File: config.mk
export PLATFORM = sky130hd
export DESIGN_NAME = conv_kernel_engine_flat
export DESIGN_NICKNAME = d
export VERILOG_FILES = /design/src/rtl/conv_kernel_engine_pkg.sv /design/src/rtl/conv_kernel_engine_if.sv /design/src/rtl/conv_kernel_engine_coef_bank.sv /design/src/rtl/conv_kernel_engine.sv /design/src/flat_wrapper.sv
export SDC_FILE = /design/constraint.sdc
export NUM_CORES = 2
export LEC_CHECK = 0
export BUFFER_PORTS_ARGS = -buffer_cell sky130_fd_sc_hd__buf_2
export CORE_MARGIN = 3
export CORE_UTILIZATION = 59
export DETAILED_ROUTE_END_ITERATION = 8
export GPL_ROUTABILITY_DRIVEN = 0
export PLACE_DENSITY = 0.81
export SETUP_SLACK_MARGIN = 0.1
export SLEW_MARGIN = 40
export SYNTH_ARGS = -nofsm -noshare
export SYNTH_HDL_FRONTEND = slang
export SYNTH_SLANG_ARGS = --single-unit
File: constraint.sdc
create_clock -name i_clk -period 6.9 [get_ports i_clk]
set_input_delay 0.69 -clock i_clk [delete_from_list [all_inputs] [get_ports i_clk]]
set_output_delay 0.69 -clock i_clk [all_outputs]
set_load 0.01 [all_outputs]
File: src/rtl/conv_kernel_engine_pkg.sv
// Shared constants, types and helpers for the parametrised convolution engine.
package conv_kernel_engine_pkg;

    localparam int PIX_W_DEF         = 8;
    localparam int KSIZE_DEF         = 3;
    localparam int COEF_W_DEF        = 8;
    localparam int SHIFT_W_DEF       = 4;
    localparam int IDENT_CENTRE_COEF = 1;

    typedef struct packed {
        logic valid;
        logic last;
    } stage_ctrl_t;

    // Wide enough that no NTAPS-term sum of pixel*coef products can overflow.
    function automatic int acc_w(input int pix_w, input int coef_w, input int ntaps);
        return pix_w + 1 + coef_w + $clog2(ntaps);
    endfunction

    function automatic int ident_coef(input int tap, input int ntaps);
        return (tap == ntaps / 2) ? IDENT_CENTRE_COEF : 0;
    endfunction

endpackage

File: src/rtl/conv_kernel_engine_if.sv
// Valid/ready stream bundle with last marker; one instance per direction.
interface conv_kernel_engine_if #(
    parameter int W = 8
);
    logic         valid;
    logic [W-1:0] data;
    logic         last;
    logic         ready;

    modport master (output valid, data, last, input ready);
    modport slave  (input valid, data, last, output ready);
endinterface

File: src/rtl/conv_kernel_engine_coef_bank.sv
// Double-buffered coefficient bank: writes land in shadow, commit copies shadow
// and the presented shift into the active bank in a single cycle.
module conv_kernel_engine_coef_bank
    import conv_kernel_engine_pkg::*;
#(
    parameter  int NTAPS   = 9,
    parameter  int COEF_W  = 8,
    parameter  int SHIFT_W = 4,
    localparam int ADDR_W  = $clog2(NTAPS)
) (
    input  logic                          i_clk,
    input  logic                          i_reset_n,
    input  logic                          i_coef_we,
    input  logic [ADDR_W-1:0]             i_coef_addr,
    input  logic [COEF_W-1:0]             i_coef_data,
    input  logic [SHIFT_W-1:0]            i_shift,
    input  logic                          i_commit,
    output logic [NTAPS-1:0][COEF_W-1:0]  o_coef,
    output logic [SHIFT_W-1:0]            o_shift
);

    logic [NTAPS-1:0][COEF_W-1:0] shadow_q;
    logic                         addr_ok;

    assign addr_ok = ({1'b0, i_coef_addr} < (ADDR_W + 1)'(NTAPS));

    // Commit reads the pre-write shadow, so a same-cycle write is not committed.
    always_ff @(posedge i_clk or negedge i_reset_n) begin
        if (!i_reset_n) begin
            for (int k = 0; k < NTAPS; k++) begin
                shadow_q[k] <= COEF_W'(ident_coef(k, NTAPS));
                o_coef[k]   <= COEF_W'(ident_coef(k, NTAPS));
            end
            o_shift <= '0;
        end else begin
            if (i_commit) begin
                o_coef  <= shadow_q;
                o_shift <= i_shift;
            end
            if (i_coef_we && addr_ok) begin
                shadow_q[i_coef_addr] <= i_coef_data;
            end
        end
    end

endmodule

File: src/rtl/conv_kernel_engine.sv
// KSIZE x KSIZE signed-kernel convolution: multiply, sum, round/shift/saturate,
// three registered stages with full valid/ready backpressure.
module conv_kernel_engine
    import conv_kernel_engine_pkg::*;
#(
    parameter  int PIX_W   = PIX_W_DEF,
    parameter  int KSIZE   = KSIZE_DEF,
    parameter  int COEF_W  = COEF_W_DEF,
    parameter  int SHIFT_W = SHIFT_W_DEF,
    localparam int NTAPS   = KSIZE * KSIZE,
    localparam int ADDR_W  = $clog2(NTAPS)
) (
    input  logic                i_clk,
    input  logic                i_reset_n,
    conv_kernel_engine_if.slave  s_in,
    conv_kernel_engine_if.master m_out,
    input  logic                i_coef_we,
    input  logic [ADDR_W-1:0]   i_coef_addr,
    input  logic [COEF_W-1:0]   i_coef_data,
    input  logic [SHIFT_W-1:0]  i_shift,
    input  logic                i_commit,
    output logic                o_sat,
    input  logic                i_sat_clr
);

    localparam int PROD_W = PIX_W + 1 + COEF_W;
    localparam int ACC_W  = acc_w(PIX_W, COEF_W, NTAPS);
    localparam logic signed [ACC_W:0] Y_MAX = (ACC_W + 1)'((1 << PIX_W) - 1);

    logic [NTAPS-1:0][COEF_W-1:0] act_coef;
    logic [SHIFT_W-1:0]           act_shift;

    stage_ctrl_t               s1_q, s2_q, s3_q;
    logic signed [PROD_W-1:0]  prod_d [NTAPS];
    logic signed [PROD_W-1:0]  prod_q [NTAPS];
    logic signed [ACC_W-1:0]   sum_d, sum_q;
    logic [SHIFT_W-1:0]        shift1_q, shift2_q;
    logic signed [ACC_W:0]     rnd, y;
    logic [PIX_W-1:0]          pix_d, pix_q;
    logic                      clamp;
    logic                      adv1, adv2, adv3, in_fire, s3_load;

    conv_kernel_engine_coef_bank #(
        .NTAPS   (NTAPS),
        .COEF_W  (COEF_W),
        .SHIFT_W (SHIFT_W)
    ) u_bank (
        .i_clk       (i_clk),
        .i_reset_n   (i_reset_n),
        .i_coef_we   (i_coef_we),
        .i_coef_addr (i_coef_addr),
        .i_coef_data (i_coef_data),
        .i_shift     (i_shift),
        .i_commit    (i_commit),
        .o_coef      (act_coef),
        .o_shift     (act_shift)
    );

    // A stage may load when it is empty or its contents move on this cycle.
    assign adv3    = !s3_q.valid || m_out.ready;
    assign adv2    = !s2_q.valid || adv3;
    assign adv1    = !s1_q.valid || adv2;
    assign in_fire = s_in.valid && adv1;
    assign s3_load = adv3 && s2_q.valid;

    assign s_in.ready  = adv1;
    assign m_out.valid = s3_q.valid;
    assign m_out.data  = pix_q;
    assign m_out.last  = s3_q.last;

    always_comb begin
        for (int k = 0; k < NTAPS; k++) begin
            prod_d[k] = PROD_W'($signed({1'b0, s_in.data[PIX_W*k +: PIX_W]}))
                      * PROD_W'($signed(act_coef[k]));
        end
    end

    always_comb begin
        sum_d = '0;
        for (int k = 0; k < NTAPS; k++) begin
            sum_d = sum_d + ACC_W'(prod_q[k]);
        end
    end

    // One extra bit of headroom keeps the rounding add from wrapping.
    always_comb begin
        rnd = (ACC_W + 1)'(sum_q);
        if (shift2_q != '0) begin
            rnd = rnd + ((ACC_W + 1)'(1) <<< (shift2_q - 1'b1));
        end
        y     = rnd >>> shift2_q;
        clamp = 1'b0;
        pix_d = y[PIX_W-1:0];
        if (y[ACC_W]) begin
            pix_d = '0;
            clamp = 1'b1;
        end else if (y > Y_MAX) begin
            pix_d = '1;
            clamp = 1'b1;
        end
    end

    always_ff @(posedge i_clk or negedge i_reset_n) begin
        if (!i_reset_n) begin
            s1_q     <= '0;
            s2_q     <= '0;
            s3_q     <= '0;
            shift1_q <= '0;
            shift2_q <= '0;
            sum_q    <= '0;
            pix_q    <= '0;
            o_sat    <= 1'b0;
            for (int k = 0; k < NTAPS; k++) begin
                prod_q[k] <= '0;
            end
        end else begin
            if (adv1) begin
                s1_q.valid <= in_fire;
            end
            if (in_fire) begin
                s1_q.last <= s_in.last;
                prod_q    <= prod_d;
                shift1_q  <= act_shift;
            end
            if (adv2) begin
                s2_q.valid <= s1_q.valid;
            end
            if (adv2 && s1_q.valid) begin
                s2_q.last <= s1_q.last;
                sum_q     <= sum_d;
                shift2_q  <= shift1_q;
            end
            if (adv3) begin
                s3_q.valid <= s2_q.valid;
            end
            if (s3_load) begin
                s3_q.last <= s2_q.last;
                pix_q     <= pix_d;
            end
            if (s3_load && clamp) begin
                o_sat <= 1'b1;
            end else if (i_sat_clr) begin
                o_sat <= 1'b0;
            end
        end
    end

endmodule

File: src/flat_wrapper.sv
// flat-port wrapper written by rule: the top's interface ports become plain ports
module conv_kernel_engine_flat import conv_kernel_engine_pkg::*;
#(
    parameter  int PIX_W   = PIX_W_DEF,
    parameter  int KSIZE   = KSIZE_DEF,
    parameter  int COEF_W  = COEF_W_DEF,
    parameter  int SHIFT_W = SHIFT_W_DEF,
    localparam int NTAPS   = KSIZE * KSIZE,
    localparam int ADDR_W  = $clog2(NTAPS)
)
  (i_clk, i_reset_n, i_coef_we, i_coef_addr, i_coef_data, i_shift, i_commit, o_sat, i_sat_clr, s_in_valid, s_in_data, s_in_last, s_in_ready, m_out_valid, m_out_data, m_out_last, m_out_ready);
  conv_kernel_engine_if #(.W(((9) * PIX_W))) s_in_i ();
  conv_kernel_engine_if #(.W(PIX_W)) m_out_i ();
  input  logic i_clk;
  input  logic i_reset_n;
  input  logic i_coef_we;
  input  logic [ADDR_W-1:0] i_coef_addr;
  input  logic [COEF_W-1:0] i_coef_data;
  input  logic [SHIFT_W-1:0] i_shift;
  input  logic i_commit;
  output logic o_sat;
  input  logic i_sat_clr;
  input wire logic [$bits(s_in_i.valid)-1:0] s_in_valid;
  input wire logic [$bits(s_in_i.data)-1:0] s_in_data;
  input wire logic [$bits(s_in_i.last)-1:0] s_in_last;
  output wire logic [$bits(s_in_i.ready)-1:0] s_in_ready;
  output wire logic [$bits(m_out_i.valid)-1:0] m_out_valid;
  output wire logic [$bits(m_out_i.data)-1:0] m_out_data;
  output wire logic [$bits(m_out_i.last)-1:0] m_out_last;
  input wire logic [$bits(m_out_i.ready)-1:0] m_out_ready;
  assign s_in_i.valid = s_in_valid;
  assign s_in_i.data = s_in_data;
  assign s_in_i.last = s_in_last;
  assign s_in_ready = s_in_i.ready;
  assign m_out_valid = m_out_i.valid;
  assign m_out_data = m_out_i.data;
  assign m_out_last = m_out_i.last;
  assign m_out_i.ready = m_out_ready;
  conv_kernel_engine #(.PIX_W(PIX_W), .KSIZE(KSIZE), .COEF_W(COEF_W), .SHIFT_W(SHIFT_W)) u_core (.i_clk(i_clk), .i_reset_n(i_reset_n), .s_in(s_in_i), .m_out(m_out_i), .i_coef_we(i_coef_we), .i_coef_addr(i_coef_addr), .i_coef_data(i_coef_data), .i_shift(i_shift), .i_commit(i_commit), .o_sat(o_sat), .i_sat_clr(i_sat_clr));
endmodule
### Yosys cells after proc, flatten, opt, wreduce, memory -nomap -nowiden

Index checks and enable logic that the tools add are counted.

* flip-flop bits (word level): 345
* input bits: 96
* output and inout port bits: 12
* logic and storage cells: 88

* add/subtract/negate cells: 10
* $mul: 9
* order comparisons: 4
* shifts and indexed selects: 2
* multiplexer cells: 10
* reduce and logical (&&, ||, !) cells: 14

Operators with widths (number)
* 9-bit by 8-bit multiplier with 17-bit output: 9
* 21-bit by 17-bit adder with 21-bit output: 6
* 72-bit bitwise mux: 1
* 8-bit demux with 4-bit select: 1
* 8-bit two-way mux: 3
* 21-bit by 22-bit adder with 22-bit output: 1
* 22-bit by 9-bit > comparator with 1-bit output, second input constant: 1
* 22-bit two-way mux: 1
* 2-bit by 4-bit <<< shifter with 22-bit output, first input constant: 1
* 22-bit by 4-bit >>> shifter with 22-bit output: 1
* 18-bit by 17-bit adder with 19-bit output: 1
* 17-bit by 17-bit adder with 18-bit output: 1
* 1-bit logical AND: 6
* 4-bit by 5-bit < comparator with 1-bit output, second input constant: 1
* 4-bit by 1-bit greater-or-equal comparator with 1-bit output, second input constant: 1
* 4-bit < comparator, second input constant: 1
* 1-bit two-way mux: 4
* 4-bit nonzero test: 1
* 4-bit by 1-bit subtractor with 4-bit output, second input constant: 1
* 1-bit zero test: 3
* 1-bit logical OR: 3
* 2-bit nonzero test: 1

### Depth between registers and ports, before layout

* word-level depth: 10
* depth in mapped cells: 29
* depth with buffers taken out: 28

### Modules after synthesis

From an unflattened synthesis, not the netlist that was laid out.

* cells, all modules: 3847
* area total of the unflattened synthesis: 37679.9 um^2

By module, submodules not included
* conv_kernel_engine: times used 1, cells an instance 3525, area an instance 32093.3 um^2, sequential area each 4929.7 um^2
* conv_kernel_engine_coef_bank: times used 1, cells an instance 322, area an instance 5586.6 um^2, sequential area each 3706.1 um^2

### Worst setup path before layout

OpenSTA, ideal clock, no wires.

* path kind: reg2reg
* start point: register u_core.prod_q[103] (netlist bit)
* end point: register u_core.sum_q[20]
* setup time: 0.140 ns
* arrival time: 6.848 ns
* data required time: 6.760 ns
* setup slack: -0.089 ns
* stages on the path, launching flop included: 30
* path buffers: 1
* clock period less this slack: 6.989 ns
* cells stage by stage: dfrtp_1 > fa_1 > ha_1 > fa_1 > a21o_1 > a21oi_1 > o21bai_1 > a21oi_1 > nor2b_1 > o21a_1 > o31a_1 > o41ai_1 > xnor2_1 > fa_1 > inv_1 > fa_1 > fa_1 > fa_1 > inv_1 > ha_1 > clkbuf_1 > a21oi_1 > nor2b_1 > o21ai_0 > o211ai_1 > a31o_2 > a21o_1 > a21oi_1 > xnor2_1 > o21ai_0

* word-level cells in the longest chain between the ends: 7

Ends and longest elaborated chain
* start: declaration: line conv_kernel_engine.sv:35 `logic signed [PROD_W-1:0] prod_q [NTAPS];`
* start signal: assignment: line conv_kernel_engine.sv:122 `prod_q <= prod_d;`
* 18-bit by 17-bit adder with 19-bit output: line conv_kernel_engine.sv:81 `sum_d = sum_d + ACC_W'(prod_q[k]);`
* 21-bit by 17-bit adder with 21-bit output (6 in a row): line conv_kernel_engine.sv:81
* end signal: assignment: line conv_kernel_engine.sv:130 `sum_q <= sum_d;`
* end: declaration: line conv_kernel_engine.sv:36 `logic signed [ACC_W-1:0] sum_d, sum_q;`

No other way between the ends.
A chain may end at the register's enable or synchronous reset.

### Worst setup path in the final report

* start point: register u_core.prod_q[121] (netlist bit)
* end point: register u_core.sum_q[19]

* word-level cells in the longest chain between the ends: 8

Ends and longest elaborated chain (line)
* 17-bit by 17-bit adder with 18-bit output: conv_kernel_engine.sv:81
* 18-bit by 17-bit adder with 19-bit output: conv_kernel_engine.sv:81
* 21-bit by 17-bit adder with 21-bit output (6 in a row): conv_kernel_engine.sv:81

No other way between the ends.

==> impl_metrics.csv <==
group,metric,value,unit
synth,yosysSeqAreaShare,0.225,
floorplanning,io-pin-count,108,
global_route,grt_pass1_vias,29300,
routing,via_per_inst,5.68,
cells_and_area,syn_to_final_growth,8.90,%
floorplanning,row_count,92,
synth,syn-mean-instance-area,9.64,um^2
synth,synth_edf_count,0,
setup_path,slowest_stage,"fa_1",
outcome,outcome,"finished, final reports clean",
clocking,root_buffer,"clkbuf_16",
setup_path,cpMostUsedCell,"fa_1",
timing,finalHoldViolCount,0,
global_route,grt-ovfl-total,0,
timing,slew_viol_final,0,
placed_design,dp.final_hpwl,71.2,mm
timing,slew-limit-headroom,0.374,
setup_path,reg2reg_from,"u_core.prod_q[121]",
clocking,cts.clk_slew.worst_paths,0.06,ns
placed_design,place_area,0.0399,mm^2
routing,ant_nets,0,
setup_path,criticalPathCategory,"register to register",
synth,ys_types,86,
setup_path,path_max_fanout,3,
clocking,cts_made_buffers,43,
routing,vias,28200,
setup_path,worstPathRequired,7.36,ns
cells_and_area,layout_commonest_cell,"inv_1",
synth,synthXorXnorAreaFrac,0.0290,
hold_path,hold_class,"primary input to async pin",
routing,drt_wl_total,92.0,mm
global_route,antenna_found_initial,7,
placed_design,portBuffers,107,
clocking,htreeDepth,2,
setup_path,end_kind,"register",
timing,setup_violations,0,
synth,ys_seq_elements,345,
synth,synthAdderAreaFrac,0.377,
cells_and_area,final_nets,5062,
synth,yosysWarnings,0,
global_route,grt_pass1_wl,150,mm
timing,max_clock_freq,0.145,GHz
routing,drt_first_pass_iters,5,
floorplanning,coreArea,0.0637,mm^2
clocking,clock-sinks,345,
timing,skew,0.0248,ns
timing,period_needed,6.89,ns
synth,syn-instance-count,3975,
setup_path,rr_worst_depth,26,
timing,tightest_slew,0.937,ns
setup_path,cpPeakStageDelay,0.54,ns
synth,synthArstFlopShare,1.00,
cells_and_area,final_area,0.0417,mm^2
cells_and_area,final_cell_mix,"inv_1, fa_1, nand2_1, ha_1, dfrtp_1",
synth,synth_top_family_by_area,"adder cells",
synth,netlist_area,0.0383,mm^2
cells_and_area,drive_gt1_frac,0.118,
floorplanning,floorplan.initialDensity,0.602,
global_route,grt_max_degree,160,
floorplanning,die_y,261,um
routing,first_iter_violations,2188,
setup_path,reg2reg_to,"u_core.sum_q[19]",
timing,rsz0062_at_grt,"yes",
clocking,cts_buffer_depth,3,
job,drv_cap,0,
synth,yosys.area_share.simple,0.141,
clocking,clk_latency,0.59,ns
setup_path,start_kind,"register",
global_route,track_usage,0.278,
clocking,cts_tree,"done",
setup_path,rrSetupSlack,0.007,ns
setup_path,crit_arrival,7.36,ns
synth,syn_nets,4958,
routing,wl_per_cell,18.5,um
synth,synth_compound_area_frac,0.0908,
setup_path,critPathLaunch,"u_core.prod_q[121]",
floorplanning,die_w,261,um
floorplanning,dieArea,0.0680,mm^2
synth,synthMuxAreaShare,0.0611,
routing,drc,0,
timing,fin_crit_sh,0.999,
synth,ys.flop_type,"dfrtp_1",
-- per-stage QoR --
step	hold WS [ns]	util	worst slack, ns	cells	TNS, ns
3_3_place_gp	0.445	0.626	-0.146	4865	-0.319
5_1_grt	0.0392	0.655	-0.282	4962	-1.14
2_1_floorplan	0.394	-	0.112	3975	0
4_1_cts	0.00632	0.653	0.0797	4951	0
3_5_place_dp	0.462	0.626	-0.280	4866	-0.964
6_report	0.0292	0.655	0.00705	4966	0
-- registers in the layout, summed over array words and instances, names as in the netlist --
register and count:
u_core.m_out.last 1, u_core.prod_q 153, u_core.sum_q 21, u_core.s1_q 2, u_core.shift1_q 4, u_core.s2_q 2, u_core.u_bank.shadow_q 72, u_core.u_bank.o_shift 4
u_core.shift2_q 4, u_core.m_out.data 8, u_core.m_out.valid 1, u_core.o_sat 1, u_core.u_bank.o_coef 72
-- how the worst max path moves through the flow --
stage	endpoint	slack (ns)	cells past startpoint
after floorplan	u_core.sum_q[20]	0.11	29
after global routing	u_core.sum_q[19]	-0.28	26
after CTS	u_core.sum_q[19]	0.08	26
final	u_core.sum_q[19]	0.007	26
after global placement	u_core.sum_q[19]	-0.15	27
after detailed placement	u_core.sum_q[19]	-0.28	27
-- final cells by class --
| class | instances | area [um^2] |
|---|---|---|
| timing repair buffer | 156 | 991 |
| fill | 4797 | 21900 |
| antenna | 6 | 15.0 |
| sequential | 345 | 8640 |
| clock buffer | 51 | 1130 |
| tap | 846 | 1060 |
| multi-input combinational | 2857 | 26900 |
| inverter | 676 | 2540 |
| clock inverter | 29 | 417 |
-- synthesized netlist by cell type, drive strengths merged, types with 4 or more instances --
cell type / count / area, um^2
inv: 675 / 2530
fa: 445 / 8910
ha: 442 / 5530
nand2: 437 / 1640
dfrtp: 343 / 8580
and2: 309 / 1930
o21ai: 208 / 1040
mux2: 193 / 2170
nor2: 137 / 514
a21oi: 104 / 532
clkbuf: 83 / 312
nand2b: 73 / 457
xnor2: 67 / 587
xor2: 60 / 526
a21boi: 33 / 248
nor3: 33 / 165
o31ai: 32 / 240
a21o: 26 / 195
a211oi: 21 / 173
nand3: 21 / 105
or3: 19 / 120
o211ai: 16 / 125
and3: 15 / 100
nor2b: 15 / 101
buf: 14 / 60.1
o21a: 14 / 105
a31oi: 12 / 90.1
nand4: 11 / 75.1
mux2i: 10 / 100
or2: 8 / 50.1
o41ai: 7 / 61.3
a2111oi: 6 / 71.3
a221oi: 6 / 76.3
o21bai: 6 / 45.0
a311o: 5 / 50.1
o31a: 5 / 43.8
a211o: 4 / 35.0
nor4: 4 / 25.0
o2111ai: 4 / 35.0
o221a: 4 / 45.0
-- worst max-delay path: cells and delay by family (launching register included) --
| family | cells | cell delay, ns |
|---|---|---|
| buffers and inverters | 3 | 0.24 |
| DFF | 1 | 0.40 |
| and+or+nand+nor | 2 | 0.43 |
| AOI/OAI and AO/OA | 12 | 2.37 |
| xor gates and xnor gates | 2 | 0.29 |
| adders and majority gates | 7 | 3.04 |
-- cells by family (layout without fill, tap and decap cells) --
family                   Yosys count  count (layout)
AO/OA/AOI/OAI                    541             541
XOR/XNOR                         127             127
adder cells (fa/ha/maj)          887             887
buffers and inverters            773             912
flip-flops                       345             345
multiplexers                     206             206
other                              0               6
AND/OR/NAND/NOR                 1096            1096
-- routing by layer --
| metal | global-route usage | share of wire | up-vias | routed length, um |
|---|---|---|---|---|
| met2 | 0.450 | 0.47 | 946 | 43200 |
| li1 | - | - | 13100 | - |
| met1 | 0.371 | 0.42 | 14000 | 38300 |
| met5 | 0 | 0 | - | 0 |
| met3 | 0.0525 | 0.075 | 215 | 6860 |
| met4 | 0.107 | 0.040 | 0 | 3700 |
-- repair_timing --
| item | 4_1_cts | 5_1_grt |
|---|---|---|
| resized for setup | 16 | 21 |
| buffers inserted | 5 | 8 |
| hold buffers | 0 | 0 |
| endpoints found under the setup margin | 5 | 6 |
| pin swaps | 24 | 18 |
Power is left out: the tool's default activity adds up to more than one toggle a clock period on the data nets, which glitch-free logic cannot reach.
